## src/rtl/prox_guard.sv

```systemverilog
// -----------------------------------------------------------------------------
// prox_guard
//
// Proximity guard between the steering decoder and the servo PWM generator.
// Front and rear proximity sensors are synchronised and debounced. Each side
// keeps its clamp for a hold time after its flag clears. A lock FSM then
// clamps the servo pulse-width command so the platform cannot drive toward
// a detected obstacle.
//
// Configuration macro:
//   PROX_GUARD_RAMP_EN - when defined, the output slews toward the clamp
//                        target by at most STEP per cycle in every non-CLEAR
//                        state. When undefined, the output jumps to the
//                        target in a single cycle.
//
// Ports:
//   clk           in   system clock
//   rst           in   asynchronous active-low reset
//   prox_front    in   [N_FRONT] raw front sensors, 1 = obstacle (async)
//   prox_rear     in   [N_REAR]  raw rear sensors,  1 = obstacle (async)
//   x_val         in   [W] requested pulse width (us, NEUTRAL = stop)
//   x_val_checked out  [W] guarded pulse width, registered
//   front_lock    out  front clamp active (registered)
//   rear_lock     out  rear clamp active (registered)
//   stop          out  both clamps active (registered)
// -----------------------------------------------------------------------------
module prox_guard #(
  parameter int W           = 11,
  parameter int NEUTRAL     = 1500,
  parameter int N_FRONT     = 2,
  parameter int N_REAR      = 2,
  parameter int DEB_CYCLES  = 16,
  parameter int HOLD_CYCLES = 1000,
  parameter int STEP        = 4
) (
  input  logic               clk,
  input  logic               rst,
  input  logic [N_FRONT-1:0] prox_front,
  input  logic [N_REAR-1:0]  prox_rear,
  input  logic [W-1:0]       x_val,
  output logic [W-1:0]       x_val_checked,
  output logic               front_lock,
  output logic               rear_lock,
  output logic               stop
);

  // Counter widths. The hold counter keeps at least one bit so that
  // HOLD_CYCLES = 0 still builds; it then never loads a non-zero value.
  localparam int DW = (DEB_CYCLES > 1) ? $clog2(DEB_CYCLES + 1) : 1;
  localparam int HW = (HOLD_CYCLES > 0) ? $clog2(HOLD_CYCLES + 1) : 1;

  localparam logic [W-1:0]  NEUTRAL_W = W'(NEUTRAL);
  localparam logic [DW-1:0] DEB_ZERO  = DW'(0);
  localparam logic [DW-1:0] DEB_ONE   = DW'(1);
  localparam logic [DW-1:0] DEB_LAST  = DW'(DEB_CYCLES - 1);
  localparam logic [HW-1:0] HOLD_ZERO = HW'(0);
  localparam logic [HW-1:0] HOLD_ONE  = HW'(1);
  localparam logic [HW-1:0] HOLD_LD   = HW'(HOLD_CYCLES);

  typedef enum logic [1:0] {
    CLEAR    = 2'b00,
    FWD_LOCK = 2'b01,
    REV_LOCK = 2'b10,
    STOP     = 2'b11
  } state_t;

  // Saturating decrement for the hold counter.
  function automatic logic [HW-1:0] hold_dec(input logic [HW-1:0] h);
    logic [HW-1:0] r;
    if (h == HOLD_ZERO) begin
      r = HOLD_ZERO;
    end else begin
      r = h - HOLD_ONE;
    end
    return r;
  endfunction

  function automatic logic [W-1:0] min_w(input logic [W-1:0] a, input logic [W-1:0] b);
    logic [W-1:0] r;
    if (a < b) begin
      r = a;
    end else begin
      r = b;
    end
    return r;
  endfunction

  function automatic logic [W-1:0] max_w(input logic [W-1:0] a, input logic [W-1:0] b);
    logic [W-1:0] r;
    if (a > b) begin
      r = a;
    end else begin
      r = b;
    end
    return r;
  endfunction

`ifdef PROX_GUARD_RAMP_EN
  localparam logic [W:0] STEP_W = (W+1)'(STEP);

  // One slew step from cur toward tgt, done in W+1 bits so neither the
  // difference nor cur +/- STEP can wrap.
  function automatic logic [W-1:0] ramp_step(input logic [W-1:0] cur, input logic [W-1:0] tgt);
    logic [W:0]   c;
    logic [W:0]   t;
    logic [W:0]   m;
    logic [W-1:0] r;
    c = {1'b0, cur};
    t = {1'b0, tgt};
    if (t > c) begin
      if ((t - c) <= STEP_W) begin
        m = t;
      end else begin
        m = c + STEP_W;
      end
    end else begin
      if ((c - t) <= STEP_W) begin
        m = t;
      end else begin
        m = c - STEP_W;
      end
    end
    r = m[W-1:0];
    return r;
  endfunction
`endif

  logic [N_FRONT-1:0] front_s1_r;
  logic [N_FRONT-1:0] front_s2_r;
  logic [N_REAR-1:0]  rear_s1_r;
  logic [N_REAR-1:0]  rear_s2_r;
  logic [1:0]         cond_s;       // [0] = front, [1] = rear
  logic [1:0]         flag_r;
  logic [DW-1:0]      deb_cnt_r [2];
  logic [HW-1:0]      hold_r    [2];
  logic [1:0]         clamp_s;
  state_t             state_r;
  logic [W-1:0]       target_s;
  logic [W-1:0]       next_out_s;

  // Two-stage synchronisers for every raw sensor bit.
  always_ff @(posedge clk or negedge rst) begin
    if (!rst) begin
      front_s1_r <= {N_FRONT{1'b0}};
      front_s2_r <= {N_FRONT{1'b0}};
      rear_s1_r  <= {N_REAR{1'b0}};
      rear_s2_r  <= {N_REAR{1'b0}};
    end else begin
      front_s1_r <= prox_front;
      front_s2_r <= front_s1_r;
      rear_s1_r  <= prox_rear;
      rear_s2_r  <= rear_s1_r;
    end
  end

  // A side sees an obstacle only when all of its sensors agree.
  assign cond_s[0] = &front_s2_r;
  assign cond_s[1] = &rear_s2_r;

  // Per-side debounce and post-release hold. The debounce counter runs only
  // while the condition disagrees with the flag; the hold counter is loaded
  // when the flag falls and cleared when the flag rises again.
  always_ff @(posedge clk or negedge rst) begin
    if (!rst) begin
      flag_r <= 2'b00;
      for (int i = 0; i < 2; i++) begin
        deb_cnt_r[i] <= DEB_ZERO;
        hold_r[i]    <= HOLD_ZERO;
      end
    end else begin
      for (int i = 0; i < 2; i++) begin
        if (cond_s[i] != flag_r[i]) begin
          if (deb_cnt_r[i] == DEB_LAST) begin
            deb_cnt_r[i] <= DEB_ZERO;
            flag_r[i]    <= cond_s[i];
            if (cond_s[i]) begin
              hold_r[i] <= HOLD_ZERO;
            end else begin
              hold_r[i] <= HOLD_LD;
            end
          end else begin
            deb_cnt_r[i] <= deb_cnt_r[i] + DEB_ONE;
            hold_r[i]    <= hold_dec(hold_r[i]);
          end
        end else begin
          deb_cnt_r[i] <= DEB_ZERO;
          hold_r[i]    <= hold_dec(hold_r[i]);
        end
      end
    end
  end

  assign clamp_s[0] = flag_r[0] | (hold_r[0] != HOLD_ZERO);
  assign clamp_s[1] = flag_r[1] | (hold_r[1] != HOLD_ZERO);

  // Lock FSM: next state follows the clamp pair directly; the lock outputs
  // are registered together with the state so they match it exactly.
  always_ff @(posedge clk or negedge rst) begin
    if (!rst) begin
      state_r    <= CLEAR;
      front_lock <= 1'b0;
      rear_lock  <= 1'b0;
      stop       <= 1'b0;
    end else begin
      case (clamp_s)
        2'b01: begin
          state_r    <= FWD_LOCK;
          front_lock <= 1'b1;
          rear_lock  <= 1'b0;
          stop       <= 1'b0;
        end
        2'b10: begin
          state_r    <= REV_LOCK;
          front_lock <= 1'b0;
          rear_lock  <= 1'b1;
          stop       <= 1'b0;
        end
        2'b11: begin
          state_r    <= STOP;
          front_lock <= 1'b1;
          rear_lock  <= 1'b1;
          stop       <= 1'b1;
        end
        default: begin
          state_r    <= CLEAR;
          front_lock <= 1'b0;
          rear_lock  <= 1'b0;
          stop       <= 1'b0;
        end
      endcase
    end
  end

  // Clamp target from the registered state: a front lock forbids forward
  // motion (values above NEUTRAL), a rear lock forbids reverse.
  always_comb begin
    target_s = x_val;
    case (state_r)
      FWD_LOCK: target_s = min_w(x_val, NEUTRAL_W);
      REV_LOCK: target_s = max_w(x_val, NEUTRAL_W);
      STOP:     target_s = NEUTRAL_W;
      default:  target_s = x_val;
    endcase
  end

  // Next output value: CLEAR always passes straight through.
  always_comb begin
    next_out_s = target_s;
`ifdef PROX_GUARD_RAMP_EN
    if (state_r == CLEAR) begin
      next_out_s = target_s;
    end else begin
      next_out_s = ramp_step(x_val_checked, target_s);
    end
`else
    next_out_s = target_s;
`endif
  end

  // Guarded output register; reset forces NEUTRAL asynchronously.
  always_ff @(posedge clk or negedge rst) begin
    if (!rst) begin
      x_val_checked <= NEUTRAL_W;
    end else begin
      x_val_checked <= next_out_s;
    end
  end

endmodule

```

## config.mk

```make
export PLATFORM = sky130hd
export DESIGN_NAME = prox_guard
export DESIGN_NICKNAME = d
export VERILOG_FILES = /design/src/rtl/prox_guard.sv
export SDC_FILE = /design/constraint.sdc
export NUM_CORES = 1
export LEC_CHECK = 0
export ABC_AREA = 0
export BUFFER_PORTS_ARGS = -buffer_cell sky130_fd_sc_hd__buf_4
export CAP_MARGIN = 20
export CORE_MARGIN = 2
export CORE_UTILIZATION = 60
export DETAILED_ROUTE_END_ITERATION = 7
export GPL_TIMING_DRIVEN = 0
export PLACE_DENSITY = 0.91
export SLEW_MARGIN = 10
export SYNTH_ARGS = -nofsm -noshare
export SYNTH_HDL_FRONTEND = slang
export SYNTH_SLANG_ARGS = --single-unit
```

## constraint.sdc

```tcl
create_clock -name clk -period 4.1 [get_ports clk]
set_input_delay 0.41 -clock clk [delete_from_list [all_inputs] [get_ports clk]]
set_output_delay 0.41 -clock clk [all_outputs]
set_load 0.01 [all_outputs]
```

==> results of run 1 <==
Yosys cell counts (all sizes together):
| cell type | n | area [um2] |
|---|---|---|
| o21bai | 1 | 7.51 |
| dfstp | 7 | 184 |
| nand3b | 1 | 7.51 |
| nand4b | 2 | 17.5 |
| and3 | 1 | 6.26 |
| inv | 4 | 15.0 |
| xor2 | 12 | 105 |
| nand4 | 1 | 6.26 |
| ha | 6 | 75.1 |
| clkbuf | 1 | 3.75 |
| nor3b | 5 | 42.5 |
| nor2b | 3 | 18.8 |
| nor4 | 2 | 25.0 |
| dfrtp | 47 | 1180 |
| nor3 | 8 | 51.3 |
| xnor2 | 9 | 78.8 |
| nand2 | 11 | 41.3 |
| or3 | 6 | 37.5 |
| nor2 | 20 | 75.1 |
| nand3 | 11 | 55.1 |
| or4 | 1 | 11.3 |
| or2 | 5 | 31.3 |
| a31oi | 1 | 6.26 |
| and2 | 1 | 6.26 |
| o21ai | 16 | 95.1 |
| a21boi | 1 | 7.51 |
| a21oi | 1 | 5.00 |
power groups by stage:
stage / clock network, mW / logic [mW] / registers (mW)
floorplan: 0 / 0.00988 / 0.563
global placement: 0 / 0.0450 / 0.560
detailed placement: 0 / 0.0459 / 0.560
CTS: 0.250 / 0.0459 / 0.550
global route: 0.274 / 0.0507 / 0.552
finish: 0.240 / 0.0444 / 0.550
worst reg2reg max path, delay by kind of cell, from the launching register on:
kind,cells,cell delay (ns)
compound gates,2,0.58
simple gates,2,0.46
flops,1,0.40
fa+ha+maj,1,0.19
state kept, by name, indices dropped and copies added (netlist names):
register	count
front_lock	1
stop	1
hold_r	20
rear_lock	1
deb_cnt_r	10
front_s1_r	2
flag_r	2
front_s2_r	2
rear_s2_r	2
x_val_checked	11
rear_s1_r	2
area by class of cell:
type	instances	area (um2)	area share (%)
inverters	4	15.0	0.591
multi-input cells	125	813	32.0
well taps	46	57.6	2.27
plain buffers	1	3.75	0.148
clock inverters	2	12.5	0.493
repair buffers	30	225	8.87
flip-flops and latches	54	1360	53.6
clock buffers	6	51.3	2.02
path summary, 6_finish.rpt:
kind / to / slack, ns / cells after the start
max: hold_r[3]$_DFF_PN0_ / 2.34 / 5
min: hold_r[6]$_DFF_PN0_ / 0.02 / 1
max reg2reg: hold_r[3]$_DFF_PN0_ / 2.34 / 5
min reg2reg: rear_s2_r[1]$_DFF_PN0_ / 0.37 / 0
max in group asynchronous: hold_r[3]$_DFF_PN0_ / 3.66 / 1
min in group clk: front_s1_r[0]$_DFF_PN0_ / 0.12 / 1
metrics by stage:
step,cells,utilization (%)
3_3_place_gp,260,72.5
3_5_place_dp,260,72.5
6_report,268,74.3
5_1_grt,268,74.3
4_1_cts,268,74.3
2_1_floorplan,184,-
per-layer routing:
metal | track usage (%) | part of all wire [%]
met1 | 24.6 | 43
met2 | 35.5 | 49
met3 | 5.03 | 5.2
met4 | 12.5 | 3.0
met5 | 0 | 0
cell usage in the layout (no fill, tap or decap), types with 2 or more instances in the layout:
| master | count |
|---|---|
| nand3_1 | 11 |
| xor2_1 | 12 |
| nor2b_1 | 3 |
| or2_2 | 4 |
| ha_1 | 6 |
| o21ai_2 | 4 |
| inv_1 | 4 |
| nand4b_1 | 2 |
| nand2_1 | 11 |
| dfrtp_1 | 47 |
| nor3_1 | 7 |
| nor3b_1 | 4 |
| or3_1 | 6 |
| xnor2_1 | 9 |
| dfstp_2 | 7 |
| nor4_2 | 2 |
| clkbuf_4 | 5 |
| o21ai_0 | 12 |
| buf_4 | 30 |
| nor2_1 | 20 |
cell families (layout without fill, tap and decap cells):
group,count (synthesis),count (layout),synth area share (%)
AOI/OAI and AO/OA,20,20,5.54
xor gates and xnor gates,21,21,8.39
adders and majority gates,6,6,3.42
buffers and inverters,5,43,0.856
DFF,54,54,62.0
and+or+nand+nor,78,78,19.7
==> impl_results.md, run 1 <==
- Die W: 64.4 um
- Share of cells above drive strength 1: 26.1%
- DRT antenna net count: 0
- Root Buffer: clkbuf_4
- Final Max Tran Viols: 0
- Max FO, Critical Path: 10
- Register area share after synthesis: between 60% and 70%
- Minimum clock period: 1.76 ns
- Hold slack: between 0.015 and 0.02 ns
- N_diodes: 0
- CTS H-tree lvls: 2
- R2R Path Start: deb_cnt_r[0]$_DFF_PN0_
- Chain of cells forming the critical path: ha_1 > nand3_1 > or2_2 > o21ai_2 > o21ai_0
- Netlist Area Pre-Place: between 0.002 and 0.0025 mm2
- Flops & latches, synth: 54
- CP arrival: between 2 and 2.5 ns
- Gpl congestion: 0.797
- Synth-to-layout area growth: 15.8%
- Vias in the first global route: 1500
- Initial Util: approximately 64%
- Clock sinks: 54
- VDD IR-drop max: roughly 0.29 mV
- Clk slew on worst S/H paths: 0.14 ns
- Fmax: 569 MHz
- IO Count: 31
- Avg WL per Cell: ~13 um
- Drt initial violations: 71
- Switching share of power: 22.0%
- First-pass GRT wire length: 6480 um
- Clock latency on the worst-skew pair: 0.39 ns
- Pwr Total: 835 uW
- Final WS setup: ~2.3 ns
- Number of setup buffers added after CTS: 0
- Sw Pwr: about 180 uW
- Buffer levels on the longest clock path: 2
- # hold bufs at CTS: 0
- Yosys cell types: 31
- NumNets Final: roughly 240
- Outcome: finished, final reports clean
- Die footprint: roughly 0.0042 mm2
- Critical path's top delay family: compound AO/OA/AOI/OAI gates
- Delay of the slowest critical-path stage: about 0.4 ns
- Syn avg cell area: 11.9 um2
- Total CTS buffers: 5
- Drt via density: approximately 5.4
- Yosys warnings: 0
- Total core area: about 0.0034 mm2
- Post-DP Area: 0.00247 mm2
- Slew @ Worst Pin: 0.625 ns
- Via count: ~1400
- Row count: 21
- Setup slack at placement: approximately 2.4 ns
- Initial antenna violation count: 0
- Grt total ovfl: 0
- Leak: roughly 1.3 nW
- Pwr/cell area: between 300 and 400 mW/mm2
- WP buf/inv: 0
- DRT Wirelength: ~3600 um
- Flop pwr share: roughly two thirds
- Hold Crit Class: primary input to async pin
- Fill cells: 245
- DR DRC count: 0
- Final Cell Area: between 0.002 and 0.003 mm2
- Critical path class: register to register
- First-pass DRT Iterations: 4
- Syn_nets: 207
- Clock Skew: 0.00678 ns
- I/O Buffers: 30
- Clk pwr share: approximately 29%
- Critical Path Start: deb_cnt_r[0]$_DFF_PN0_
- Slowest CP cell: dfrtp_1
- Logic pwr share: between 5 and 6%
- CTS tree: done
- Chip height: roughly 64 um
- Detailed Place HPWL: 2650 um
- Post_cts resized: 0
- Setup violators final: 0
- CP endpoint kind: register
- GR Util All Layers: a little over a fifth
- WP data required: between 4 and 5 ns
- Critical Path Source Type: register
- Final setup TNS: 0 ns
- Unrepaired setup endpoints after global routing: false
- Max-Cap Viols: 0
- Max-slew headroom: between 50 and 60%
- Fin. Hold Viols: 0
- Synthesized netlist cell count: ~180
- Final worst path period share: between 40 and 50%
- Internal cell power: about 650 uW
- Largest net degree at the start of global routing: 55
(Power assumes the default switching activity.)
==> run 2: changes to the inputs <==
--- a/config.mk
+++ b/config.mk
@@ -9,10 +9,10 @@
 export BUFFER_PORTS_ARGS = -buffer_cell sky130_fd_sc_hd__buf_4
 export CAP_MARGIN = 20
 export CORE_MARGIN = 2
-export CORE_UTILIZATION = 60
+export CORE_UTILIZATION = 56
 export DETAILED_ROUTE_END_ITERATION = 7
 export GPL_TIMING_DRIVEN = 0
-export PLACE_DENSITY = 0.91
+export PLACE_DENSITY = 0.86
 export SLEW_MARGIN = 10
 export SYNTH_ARGS = -nofsm -noshare
 export SYNTH_HDL_FRONTEND = slang
==> constraint.sdc (replaced) <==
create_clock -name clk -period 1.8 [get_ports clk]
set_input_delay 0.18 -clock clk [delete_from_list [all_inputs] [get_ports clk]]
set_output_delay 0.18 -clock clk [all_outputs]
set_load 0.01 [all_outputs]
==> impl_results.md, run 2 (synthesis results as in run 1) <==
- IO Count: 31
- GR Util All Layers: a little under a fifth
- Hold Crit Class: primary input to register
- Final Cell Area: between 0.002 and 0.003 mm2
- Fin util: between 70% and 80%
- VDD IR-drop max: slightly above 0.6 mV
- Slew @ Worst Pin: 0.645 ns
- Flop pwr share: around 62%
- Synth-to-layout area growth: 19.8%
- CP endpoint: hold_r[16]$_DFF_PN0_
- Met3 Use GR: roughly 5.2%
- Hold slack: 0.0863 ns
- Clk pwr share: between 30% and 40%
- Root Buffer: clkbuf_8
- Drt via density: 5.29
- Final worst path period share: between 90 and 100%
- First-pass GRT wire length: around 6200 um
- Die W: roughly 67 um
- Slowest CP cell: dfrtp_1
- Grt total ovfl: 0
- Fin. Hold Viols: 0
- Clock sinks: between 50 and 60
- Clock Skew: 0.00267 ns
- Chain of cells forming the critical path: ha_1 > nand3_1 > or2_2 > o21ai_2 > o21ai_0
- Initial antenna violation count: 0
- R2R Path Start: deb_cnt_r[5]$_DFF_PN0_
- Worst Min Path Start: x_val[4]
- CTS tree: done
- Final setup TNS: 0 ns
- I/O Buffers: 30
- Critical path class: register to register
- Setup violators final: 0
- Sw Pwr: approximately 420 uW
- Max-slew headroom: around 57%
- Busiest grt layer: met2
- Minimum clock period: about 1.6 ns
- WP data required: 1.97 ns
- CP arrival: about 1.8 ns
- Worst R2R End: hold_r[16]$_DFF_PN0_
- Commonest non-fill, non-tap cell in the layout: dfrtp_1
- Most flop-heavy register: hold_r
- NumNets Final: roughly 250
- FF-to-FF path depth: 5
- Max reg flops: 20
- Final Max Tran Viols: 0
- Chip height: about 67 um
- Pwr/cell area: 773 mW/mm2
- CP endpoint kind: register
- Logic pwr share: between 5 and 6%
- Total CTS buffers: 5
- Detailed Place HPWL: 2650 um
- Clock latency on the worst-skew pair: around 0.30 ns
- Outcome: finished, final reports clean
- Clk slew on worst S/H paths: around 0.080 ns
- Buffer levels on the longest clock path: 2
- Drt initial violations: 90
- R2r setup slk: approximately 0.17 ns
- Share of cells above drive strength 1: between 20% and 30%
- CTS H-tree lvls: 2
- Critical Path Start: deb_cnt_r[5]$_DFF_PN0_
- Delay of the slowest critical-path stage: between 0.3 and 0.4 ns
- Grt met2 use: 33.0%
- Die footprint: 0.00443 mm2
- Unrepaired setup endpoints after global routing: false
- Leak: about 1.4 nW
- DR DRC count: 0
- Gpl congestion: 0.750
- Fmax: between 600 and 700 MHz
- Row count: 22
- Max FO, Critical Path: 10
- First-pass DRT Iterations: 4
- Vias in the first global route: between 1000 and 1500
- DRT antenna net count: 0
- Via count: 1456
- Internal cell power: approximately 1.6 mW
- Post-DP Area: ~0.0025 mm2
- Avg WL per Cell: 13.4 um
- Critical Path Source Type: register
- Layout Cells excl Fill: 275
- Max-Cap Viols: 0
- N_diodes: 0
- Placed Instances: 262
- Biggest regs: hold_r: 20 flops, x_val_checked: 11 flops, deb_cnt_r: 10 flops
- Switching share of power: approximately a fifth
- Total core area: about 0.0037 mm2
- DRT Wirelength: roughly 3700 um
- GR Layer Usage met1: a little under a quarter
- Largest net degree at the start of global routing: 55
- Initial Util: roughly 59%
- Most frequent cells in the layout: 47 x dfrtp_1, 30 x buf_4, 20 x nor2_1, 12 x xor2_1, 12 x o21ai_0
-- run 2: cell type report --
type                    instances  area [um2]
plain buffers                   1        3.75
fillers                       277        1090
well taps                      48        60.1
repair buffers                 35         275
clock inverters                 1        5.00
inverters                       4        15.0
flip-flops and latches         54        1360
multi-input cells             125         821
clock buffers                   7        86.3
-- run 2: how the worst min path moves through the flow --
stage                                      end  slack (ns)  depth (start not counted)
floorplan               deb_cnt_r[0]$_DFF_PN0_       -0.12                          0
global placement           hold_r[5]$_DFF_PN0_        0.25                          1
detailed placement         hold_r[5]$_DFF_PN0_        0.25                          1
CTS                 x_val_checked[4]$_DFF_PN1_        0.08                          2
global route        x_val_checked[8]$_DFF_PN1_        0.08                          2
finish              x_val_checked[4]$_DFF_PN1_        0.09                          2
-- run 2: power groups by stage --
stage	clock, mW	combinational (mW)	sequential, mW
finish	0.664	0.113	1.25
global route	0.735	0.126	1.26
CTS	0.684	0.115	1.25
detailed placement	0	0.106	1.28
global placement	0	0.103	1.27
floorplan	0	0.0225	1.28
-- run 2: metal layers --
| metal | vias up | wire (um) |
|---|---|---|
| li1 | 709 | - |
| met1 | 698 | 1580 |
| met2 | 42 | 1870 |
| met3 | 7 | 191 |
| met4 | 0 | 57 |
| met5 | - | 0 |
-- run 2: what timing repair did --
item                       in CTS  in global routing
setup buffers                   0                  0
hold buffers                    5                  0
setup endpoints to repair       0                  4
resized for setup               0                  1
hold endpoints to repair       51                  0
-- run 2: worst max-delay path: cells and delay by family (launching register included) --
family	cells	cell delay, ns
DFF	1	0.39
AOI/OAI and AO/OA	2	0.47
and+or+nand+nor	2	0.44
adders and majority gates	1	0.19
-- run 2: stage by stage --
step	power, mW	worst slack (ns)
finish	2.03	0.173
global route	2.12	0.0420
CTS	2.05	0.0911
detailed placement	1.38	0.0962
global placement	1.38	0.135
floorplan	1.30	0.313
